===== src/rtl/mini_mips_pkg.sv =====
// rtl/mini_mips_pkg.sv - shared types for the mini_mips data-memory port arbiter
//
// Purpose: arbiter state encoding, read-owner tag constants and the helper
// that picks which requester a granted read belongs to.
// Ports: none (package).

package mini_mips_pkg;

  typedef enum logic [1:0] {
    IDLE    = 2'd0,
    CPU_OWN = 2'd1,
    DMA_OWN = 2'd2
  } arb_state_e;

  typedef enum logic [1:0] {
    NONE = 2'd0,
    CPU  = 2'd1,
    DMA  = 2'd2
  } owner_e;

  // Owner of the read issued this cycle; writes and idle cycles return NONE.
  function automatic owner_e read_owner(
    input logic cpu_gnt,
    input logic cpu_we,
    input logic dma_gnt,
    input logic dma_we
  );
    if (cpu_gnt && !cpu_we) begin
      return CPU;
    end else if (dma_gnt && !dma_we) begin
      return DMA;
    end
    return NONE;
  endfunction

endpackage


===== src/rtl/dmem_arb_fsm.sv =====
// rtl/dmem_arb_fsm.sv - ownership FSM with starvation and burst counters
//
// Purpose: decides each cycle whether the CPU or the DMA/debug loader owns
// the single data-memory port. The CPU normally wins; a DMA requester that
// has been blocked STARVE_LIM cycles is forced in, and a DMA tenure ends on
// dma_last, on the MAX_BURST-th beat, or when dma_req drops.
// Ports:
//   clk, reset      clock, synchronous active-low reset
//   cpu_req_i       CPU request
//   dma_req_i       DMA request
//   dma_last_i      DMA final beat of the tenure
//   cpu_gnt_o       CPU beat accepted (combinational)
//   dma_gnt_o       DMA beat accepted (combinational)

module dmem_arb_fsm
  import mini_mips_pkg::*;
#(
  parameter int MAX_BURST  = 8,
  parameter int STARVE_LIM = 4
) (
  input  logic clk,
  input  logic reset,
  input  logic cpu_req_i,
  input  logic dma_req_i,
  input  logic dma_last_i,
  output logic cpu_gnt_o,
  output logic dma_gnt_o
);

  localparam int STARVE_W = $clog2(STARVE_LIM + 1);
  localparam int BURST_W  = $clog2(MAX_BURST + 1);

  arb_state_e          state_q, state_d;
  logic [STARVE_W-1:0] starve_q;
  logic [BURST_W-1:0]  burst_q;

  logic force_dma;
  logic tenure_end;
  logic cpu_gnt, dma_gnt;

  // A blocked DMA that has waited long enough overrides the CPU.
  assign force_dma  = dma_req_i && (starve_q == STARVE_W'(STARVE_LIM));
  // burst_q counts beats already granted, so the MAX_BURST-th beat is the
  // one seen while burst_q holds MAX_BURST-1.
  assign tenure_end = dma_last_i || (burst_q == BURST_W'(MAX_BURST - 1));

  always_comb begin
    cpu_gnt = 1'b0;
    dma_gnt = 1'b0;
    state_d = state_q;
    case (state_q)
      IDLE, CPU_OWN: begin
        if (force_dma || (dma_req_i && !cpu_req_i)) begin
          dma_gnt = 1'b1;
          state_d = tenure_end ? IDLE : DMA_OWN;
        end else if (cpu_req_i) begin
          cpu_gnt = 1'b1;
          state_d = CPU_OWN;
        end else begin
          state_d = IDLE;
        end
      end
      DMA_OWN: begin
        if (dma_req_i) begin
          dma_gnt = 1'b1;
          state_d = tenure_end ? IDLE : DMA_OWN;
        end else begin
          state_d = IDLE;
        end
      end
      default: state_d = IDLE;
    endcase
    // No grant may escape while the block is held in reset.
    if (!reset) begin
      cpu_gnt = 1'b0;
      dma_gnt = 1'b0;
    end
  end

  assign cpu_gnt_o = cpu_gnt;
  assign dma_gnt_o = dma_gnt;

  always_ff @(posedge clk) begin
    if (!reset) begin
      state_q  <= IDLE;
      starve_q <= '0;
      burst_q  <= '0;
    end else begin
      state_q <= state_d;

      if (dma_gnt) begin
        starve_q <= '0;
      end else if (dma_req_i && (starve_q != STARVE_W'(STARVE_LIM))) begin
        starve_q <= starve_q + 1'b1;
      end

      if (state_d != DMA_OWN) begin
        burst_q <= '0;
      end else if (dma_gnt) begin
        burst_q <= burst_q + 1'b1;
      end
    end
  end

endmodule


===== src/rtl/dmem_port_arbiter.sv =====
// rtl/dmem_port_arbiter.sv - CPU/DMA arbiter for a single-port data memory
//
// Purpose: shares one single-port data memory between the CPU load/store
// unit and the DMA/debug loader. Ownership comes from dmem_arb_fsm; this
// level muxes the granted requester onto the memory port, routes read data
// back one cycle later through a registered owner tag, and counts CPU stall
// cycles.
// Ports:
//   clk, reset                         clock, synchronous active-low reset
//   cpu_req/we/addr/wdata              CPU request side
//   cpu_gnt, cpu_rvalid, cpu_rdata     CPU response side
//   dma_req/we/last/addr/wdata         DMA request side
//   dma_gnt, dma_rvalid, dma_rdata     DMA response side
//   mem_en/we/addr/wdata, mem_rdata    memory port (read data one cycle late)
//   cpu_stall_cnt                      saturating CPU stall-cycle count

module dmem_port_arbiter
  import mini_mips_pkg::*;
#(
  parameter int ADDR_W     = 10,
  parameter int DATA_W     = 32,
  parameter int MAX_BURST  = 8,
  parameter int STARVE_LIM = 4
) (
  input  logic              clk,
  input  logic              reset,
  input  logic              cpu_req,
  input  logic              cpu_we,
  input  logic [ADDR_W-1:0] cpu_addr,
  input  logic [DATA_W-1:0] cpu_wdata,
  output logic              cpu_gnt,
  output logic              cpu_rvalid,
  output logic [DATA_W-1:0] cpu_rdata,
  input  logic              dma_req,
  input  logic              dma_we,
  input  logic              dma_last,
  input  logic [ADDR_W-1:0] dma_addr,
  input  logic [DATA_W-1:0] dma_wdata,
  output logic              dma_gnt,
  output logic              dma_rvalid,
  output logic [DATA_W-1:0] dma_rdata,
  output logic              mem_en,
  output logic              mem_we,
  output logic [ADDR_W-1:0] mem_addr,
  output logic [DATA_W-1:0] mem_wdata,
  input  logic [DATA_W-1:0] mem_rdata,
  output logic [15:0]       cpu_stall_cnt
);

  owner_e      rd_tag_q, rd_tag_d;
  logic [15:0] stall_q;

  dmem_arb_fsm #(
    .MAX_BURST (MAX_BURST),
    .STARVE_LIM(STARVE_LIM)
  ) u_fsm (
    .clk       (clk),
    .reset     (reset),
    .cpu_req_i (cpu_req),
    .dma_req_i (dma_req),
    .dma_last_i(dma_last),
    .cpu_gnt_o (cpu_gnt),
    .dma_gnt_o (dma_gnt)
  );

  // Memory port follows the granted requester in the same cycle.
  always_comb begin
    mem_en    = cpu_gnt | dma_gnt;
    mem_we    = 1'b0;
    mem_addr  = '0;
    mem_wdata = '0;
    if (cpu_gnt) begin
      mem_we    = cpu_we;
      mem_addr  = cpu_addr;
      mem_wdata = cpu_wdata;
    end else if (dma_gnt) begin
      mem_we    = dma_we;
      mem_addr  = dma_addr;
      mem_wdata = dma_wdata;
    end
  end

  // The tag remembers who issued last cycle's read, so returning data goes
  // to its owner even if the port has since changed hands.
  assign rd_tag_d = read_owner(cpu_gnt, cpu_we, dma_gnt, dma_we);

  always_ff @(posedge clk) begin
    if (!reset) begin
      rd_tag_q <= NONE;
      stall_q  <= '0;
    end else begin
      rd_tag_q <= rd_tag_d;
      if (cpu_req && !cpu_gnt && (stall_q != 16'hFFFF)) begin
        stall_q <= stall_q + 16'd1;
      end
    end
  end

  // Gating with reset hides a tag captured just before reset asserted.
  assign cpu_rvalid    = reset && (rd_tag_q == CPU);
  assign dma_rvalid    = reset && (rd_tag_q == DMA);
  assign cpu_rdata     = cpu_rvalid ? mem_rdata : '0;
  assign dma_rdata     = dma_rvalid ? mem_rdata : '0;
  assign cpu_stall_cnt = stall_q;

endmodule


===== config.mk =====
export PLATFORM = sky130hd
export DESIGN_NAME = dmem_port_arbiter
export DESIGN_NICKNAME = d
export VERILOG_FILES = /design/src/rtl/mini_mips_pkg.sv /design/src/rtl/dmem_arb_fsm.sv /design/src/rtl/dmem_port_arbiter.sv
export SDC_FILE = /design/constraint.sdc
export NUM_CORES = 1
export LEC_CHECK = 0
export ABC_CLOCK_PERIOD_IN_PS = 2300
export CORE_MARGIN = 5
export CORE_UTILIZATION = 27
export DETAILED_ROUTE_END_ITERATION = 12
export GPL_ROUTABILITY_DRIVEN = 0
export HOLD_SLACK_MARGIN = 0.1
export PLACE_DENSITY = 0.81
export SLEW_MARGIN = 20
export SYNTH_ARGS = -nofsm -noshare
export SYNTH_HDL_FRONTEND = slang
export SYNTH_SLANG_ARGS = --single-unit

===== constraint.sdc =====
create_clock -name clk -period 2.3 [get_ports clk]
set_input_delay 0.46 -clock clk [delete_from_list [all_inputs] [get_ports clk]]
set_output_delay 0.46 -clock clk [all_outputs]
set_load 0.02 [all_outputs]

* Word-level counts from Yosys, hierarchy flattened *
Index checks and enable logic that the tools add are counted.

word-level totals
  output and inout bits = 128
  bits of input ports = 123
  register bits after elaboration = 27

operators by class
  equal/unequal tests = 9
  bitwise gates (word level) = 3
  add/subtract/negate cells = 3
  multiplexer cells = 25
  reductions and logical operators = 21

operators by type and width
  kind                   number
  $mux 32                4
  $mux 10                2
  $add 16x1->16 const B  1
  $ne 16x16->1 const B   1
  $mux 1                 13
  $logic_and 1x1->1      9
  $mux 2                 4
  $reduce_or 2->1        3
  $add 4x1->4 const B    1
  $eq 2x1->1 const B     2
  $eq 2x2->1 const B     2
  $eq 4x3->1 const B     1
  $logic_not 1->1        4
  $pmux 2 s2             1
  $add 3x1->3 const B    1
  $eq 3x3->1 const B     1
  $ne 3x3->1 const B     1
  $reduce_or 3->1        1
  $logic_not 2->1        1
  $logic_or 1x1->1       2
  $ne 2x2->1 const B     1
  $not 1->1              2
  $pmux 1 s2             1
  $reduce_and 2->1       1
  $or 1x1->1             1

* Longest topological paths before layout *
  depth after elaboration = 11
  gate-level depth with buffers = 9

* By module *
Synthesis repeated with hierarchy kept, for this count alone.

second synthesis, totals
  cell total of the unflattened synthesis = 269
  area total of the unflattened synthesis = 2228.4 sq um

by module, submodules not included
  module             times used  cells each  area an instance (sq um)
  dmem_port_arbiter  1           226         1786.7
  dmem_arb_fsm       1           43          441.7

* Worst setup path after synthesis *
OpenSTA, ideal clock, no wires.

  path kind = register to output
  start = register u_fsm.starve_q[0]
  end = output mem_wdata[23]
  setup slack = -127 ps
  arrival time = 1967 ps
  stages on the path, launching flop included = 8
  required time = 1840 ps
  path through = dfxtp_1 > inv_1 > ha_1 > and3_1 > nor3b_1 > clkbuf_1 > clkbuf_1 > a22o_1

RTL lines
  what                    RTL line                 source
  from (decl)             dmem_arb_fsm.sv:34       logic [STARVE_W-1:0] starve_q;
  from (signal assigned)  dmem_arb_fsm.sv:94       starve_q <= starve_q + 1'b1;
  $eq 3x3->1              dmem_arb_fsm.sv:42       assign force_dma = dma_req_i && (starve_q == STARVE_W'(STARVE_LIM));
  $logic_and 1x1->1       dmem_arb_fsm.sv:42
  $logic_or 1x1->1        dmem_arb_fsm.sv:53       if (force_dma || (dma_req_i && !cpu_req_i)) begin
  $mux 1                  dmem_arb_fsm.sv:53
  $mux 1                  dmem_arb_fsm.sv:51       case (state_q)
  $mux 1                  dmem_arb_fsm.sv:74       if (!reset) begin
  via cpu_gnt             dmem_port_arbiter.sv:31  output logic cpu_gnt,
  $mux 32                 dmem_port_arbiter.sv:72  if (cpu_gnt) begin
  to (decl)               dmem_port_arbiter.sv:45  output logic [DATA_W-1:0] mem_wdata,

The timed path passes the listed nets, and every way through them passes these cells.

* Final worst setup path *
  start = register u_fsm.starve_q[0]
  end = register u_fsm.starve_q[2]

between the ends
  word-level cells in the longest chain between the ends = 7

ends and longest elaborated chain
  what                              RTL line
  $eq 3x3->1                        dmem_arb_fsm.sv:42
  $logic_and 1x1->1                 dmem_arb_fsm.sv:42
  $logic_or 1x1->1                  dmem_arb_fsm.sv:53
  $mux 1                            dmem_arb_fsm.sv:53
  $pmux 1 s2                        dmem_arb_fsm.sv:51
  $mux 1                            dmem_arb_fsm.sv:74
  $reduce_or 2->1 (no source line)  --

Parallel ways exist; a longest one is shown, timed or not.
A chain may end at the register's enable or synchronous reset.

==> impl_summary.txt <==
----------------------------------------------------
[Clock tree]
  Clock buffer count from CTS ... 3
  Root buffer cell ... sky130_fd_sc_hd__clkbuf_8
  Clock sink count ... 27
  Worst-Skew Late Latency ... 0.28 ns
  Number of H-tree levels ... 1
  Clock Pin Slew Worst Setup and Hold Paths ... 0.09 ns
  CTS tree ... built
  Maximum buffer depth of the clock tree ... 2

[Logic synthesis]
  Post-Synthesis Cell Area ... 2140 um^2
  Most frequent cell after synthesis ... sky130_fd_sc_hd__and2_1
  Post-synth ARST share ... 0%
  Most common flop cell mapped by yosys ... sky130_fd_sc_hd__dfxtp_1
  Number of different library cells in the post-synthesis netlist ... 36
  Commonest cells in the synthesized netlist ... sky130_fd_sc_hd__and2_1, sky130_fd_sc_hd__a22o_1, sky130_fd_sc_hd__dfxtp_1, sky130_fd_sc_hd__clkbuf_1, sky130_fd_sc_hd__nand2_1
  Number of synthesis warnings ... 0
  Yosys top cell area share ... 25.3%
  Ranking of synthesized cells by area ... sky130_fd_sc_hd__dfxtp_1, sky130_fd_sc_hd__and2_1, sky130_fd_sc_hd__a22o_1
  Number of instances in the synthesized netlist ... 267
  Mean area per synthesized cell ... 8.01 um^2
  Top cell type by total area after synthesis ... sky130_fd_sc_hd__dfxtp_1
  Number of synthesized register bits ... 27
  Number of enable-type register cells in the synthesized netlist ... 0
  Seq/Total Area, Yosys ... 25.3%
  Syn_nets ... 394

[Global routing]
  Total grt overflow ... 0
  Initial antenna violation count ... 1
  Total routing resource utilization after global routing ... 22.2%
  Number of global-route vias before repair ... 3129
  First-pass GRT wire length ... 17400 um
  Maximum number of pins on one net before global-route repair ... 34

[Timing]
  Max Clock Skew ... 0.00145 ns
  Final WS setup ... -0.0483 ns
  Fin crit period ... 2.35 ns
  Worst-case hold slack ... 0.459 ns
  Slew at the pin closest to its max-slew limit ... 0.334 ns
  Final period util ... 102%
  Setup repair after global routing missed its margin ... true
  Final max-slew violation count ... 0
  Highest attainable clock frequency ... 426 MHz
  Setup violators final ... 21
  Final Hold Fails ... 0
  Worst-case headroom to the max-slew limit ... 77.4%

[Drt]
  Average vias per placed instance ... 4.76
  Via count ... 3070
  Average wire per standard cell ... 18.1 um
  Number of design-rule violations left by the first detailed-router iteration ... 61
  Count of antenna-violating nets left after detailed routing ... 0
  DR DRC count ... 0
  Wirelength, routed ... 11700 um
  Drt pass-1 iters ... 4

[Worst setup path]
  Startpoint class of the critical path ... flip-flop
  WP data required ... 2.51 ns
  Path depth of the worst reg2reg path ... 17
  Critical Path Fanout Max ... 3
  Register-to-register setup slack ... -0.05 ns
  Worst Path Class, Setup ... reg2reg
  Capturing element type of the critical path ... flip-flop
  Critical Path Start ... u_fsm.starve_q[0]$_SDFFE_PP0P_
  Data arrival, critical path ... 2.56 ns
  Beginning of the worst register-to-register path ... u_fsm.starve_q[0]$_SDFFE_PP0P_

[Layout]
  Layout overhead on the synthesized area ... 142%
  Share of cells above drive strength 1 ... 20.5%
  Final net count ... 670
  Area of all placed cells without fillers ... 5170 um^2
  Filler instances ... 650

[Power]
  Sequential fraction of design power ... 33.7%
  Part of the total power dissipated in the clock network ... 19.4%
  Power density over cell area ... 277 nW/um^2
  Worst supply voltage drop on vdd ... 0.184 mV
  Leakage component of the power ... 2.45 nW
  Fraction of power spent switching nets ... 29.8%
  Internal cell power ... 0.00101 W
  Part of the power in combinational logic ... 46.9%
  NetSw ... 0.000428 W

[Hold path]
  Type of the tightest min-delay check ... reg2reg
  Hold Path Depth ... 1
  Source of the worst hold timing path ... u_fsm.burst_q[0]$_SDFFE_PP0P_

[Placement]
  Placed Area ... 4910 um^2
  HPWL reported at the end of detailed placement ... 9360 um
  Placement-stage worst setup slack ... -0.626 ns
  Count of input and output buffers ... 250

[Floorplan]
  Site row count ... 32
  Number of placed I/O pins ... 251
  DIE HEIGHT ... 99.0 um
  Width of the die ... 99.0 um
  Initial Utilization ... 27.7%
  Core Box Area ... 7730 um^2
  Die area ... 9800 um^2

[Outcome]
  Outcome ... complete, but fails checks
  Violations in the final reports ... setup timing

[Flow run]
  Max_cap viols ... 0

----------------------------------------------------
[flip-flops by register name, indices dropped and copies added (netlist names)]
name and flops:
u_fsm.starve_q 3, u_fsm.burst_q 4, rd_tag_q 2, cpu_stall_cnt 16, u_fsm.state_q 2
[power groups by stage]
stage / clock network [W] / registers [W] / logic [W]
after floorplan: 0 / 0.000495 / 0.000206
after global placement: 0 / 0.000493 / 0.000613
after detailed placement: 0 / 0.000494 / 0.000619
after CTS: 0.000282 / 0.000483 / 0.000632
after global routing: 0.000308 / 0.000486 / 0.000707
final: 0.000278 / 0.000484 / 0.000672
[critical path, cell delays in order, from the launching register on]
cell	delay, ns
sky130_fd_sc_hd__dfxtp_2	0.34
sky130_fd_sc_hd__inv_2	0.05
sky130_fd_sc_hd__ha_4	0.16
sky130_fd_sc_hd__nand2_2	0.07
sky130_fd_sc_hd__nand3b_1	0.09
sky130_fd_sc_hd__buf_4	0.14
sky130_fd_sc_hd__buf_4	0.12
sky130_fd_sc_hd__buf_4	0.12
sky130_fd_sc_hd__buf_4	0.12
sky130_fd_sc_hd__buf_4	0.12
sky130_fd_sc_hd__buf_4	0.12
sky130_fd_sc_hd__buf_4	0.12
sky130_fd_sc_hd__buf_4	0.12
sky130_fd_sc_hd__buf_4	0.12
sky130_fd_sc_hd__buf_4	0.11
sky130_fd_sc_hd__nand3_1	0.10
sky130_fd_sc_hd__nand2_2	0.10
sky130_fd_sc_hd__nor3_2	0.16
[layer usage]
| layer | up-vias | track usage [%] | part of all wire [%] |
|---|---|---|---|
| li1 | 1506 | - | - |
| met1 | 1396 | 22.9 | 34 |
| met4 | 0 | 7.98 | 3.0 |
| met5 | - | 0 | 0 |
| met2 | 149 | 44.0 | 56 |
| met3 | 19 | 3.96 | 6.7 |
[cells by family after synthesis]
group / share of synthesized area, %
buf+inv: 4.39
xor+xnor: 5.32
simple gates: 40.1
flops: 25.3
compound gates: 21.6
fa+ha+maj: 2.34
mux: 0.936
[what timing repair did]
item                       in CTS  in global routing
cloned                          4                  1
setup endpoints to repair     111                 69
pin swaps                       6                 28
hold buffers                    0                  0
buffers inserted               12                  4
gates resized for setup       270                 66
[through the flow]
stage          util, %  instances  TNS, ns  power, W
2_1_floorplan        -        267        0  0.000701
3_3_place_gp      63.5        620   -50.25   0.00111
3_5_place_dp      63.5        620   -50.88   0.00111
4_1_cts           64.3        639   -0.575   0.00140
5_1_grt           66.9        645    -5.73   0.00150
6_report          66.9        645   -0.404   0.00143
[cell type report]
class                   count  area, um^2  share of cell area, %
diodes                      1        2.50                 0.0484
flip-flops and latches     27         543                   10.5
clock buffers               4        45.0                  0.871
repair buffers            291        2880                   55.6
well taps                 102         128                   2.47
multi-input cells         215        1560                   30.1
inverters                   5        21.3                  0.411
[path summary, 6_finish.rpt]
kind,endpoint
worst max-delay path,u_fsm.starve_q[2]$_SDFFE_PP0P_
worst min-delay path,u_fsm.burst_q[0]$_SDFFE_PP0P_
worst max register to register,u_fsm.starve_q[2]$_SDFFE_PP0P_
worst min register to register,u_fsm.burst_q[0]$_SDFFE_PP0P_
[cell usage in the layout, fill, tap and decap left out, drive strengths merged, types with 2 or more instances in the layout]
cell           netlist  layout
a21boi               3       3
a21oi                3       3
a22o                43      43
and2                74      74
and3                 3       3
and4                 5       5
buf                  0      87
clkbuf              20       7
clkdlybuf4s15        0      19
clkdlybuf4s50        0     135
dfxtp               27      27
dlygate4sd2          0      47
ha                   4       4
inv                  5       5
mux2i                2       2
nand2               16      16
nand2b               3       3
nand3                7       7
nand3b               2       2
nand4                4       4
nor2                 7       7
nor3                 4       4
nor3b                5       5
nor4                 2       2
nor4b                3       3
o21ai                4       4
xnor2                4       4
xor2                 9       9
(Power assumes the default switching activity.)
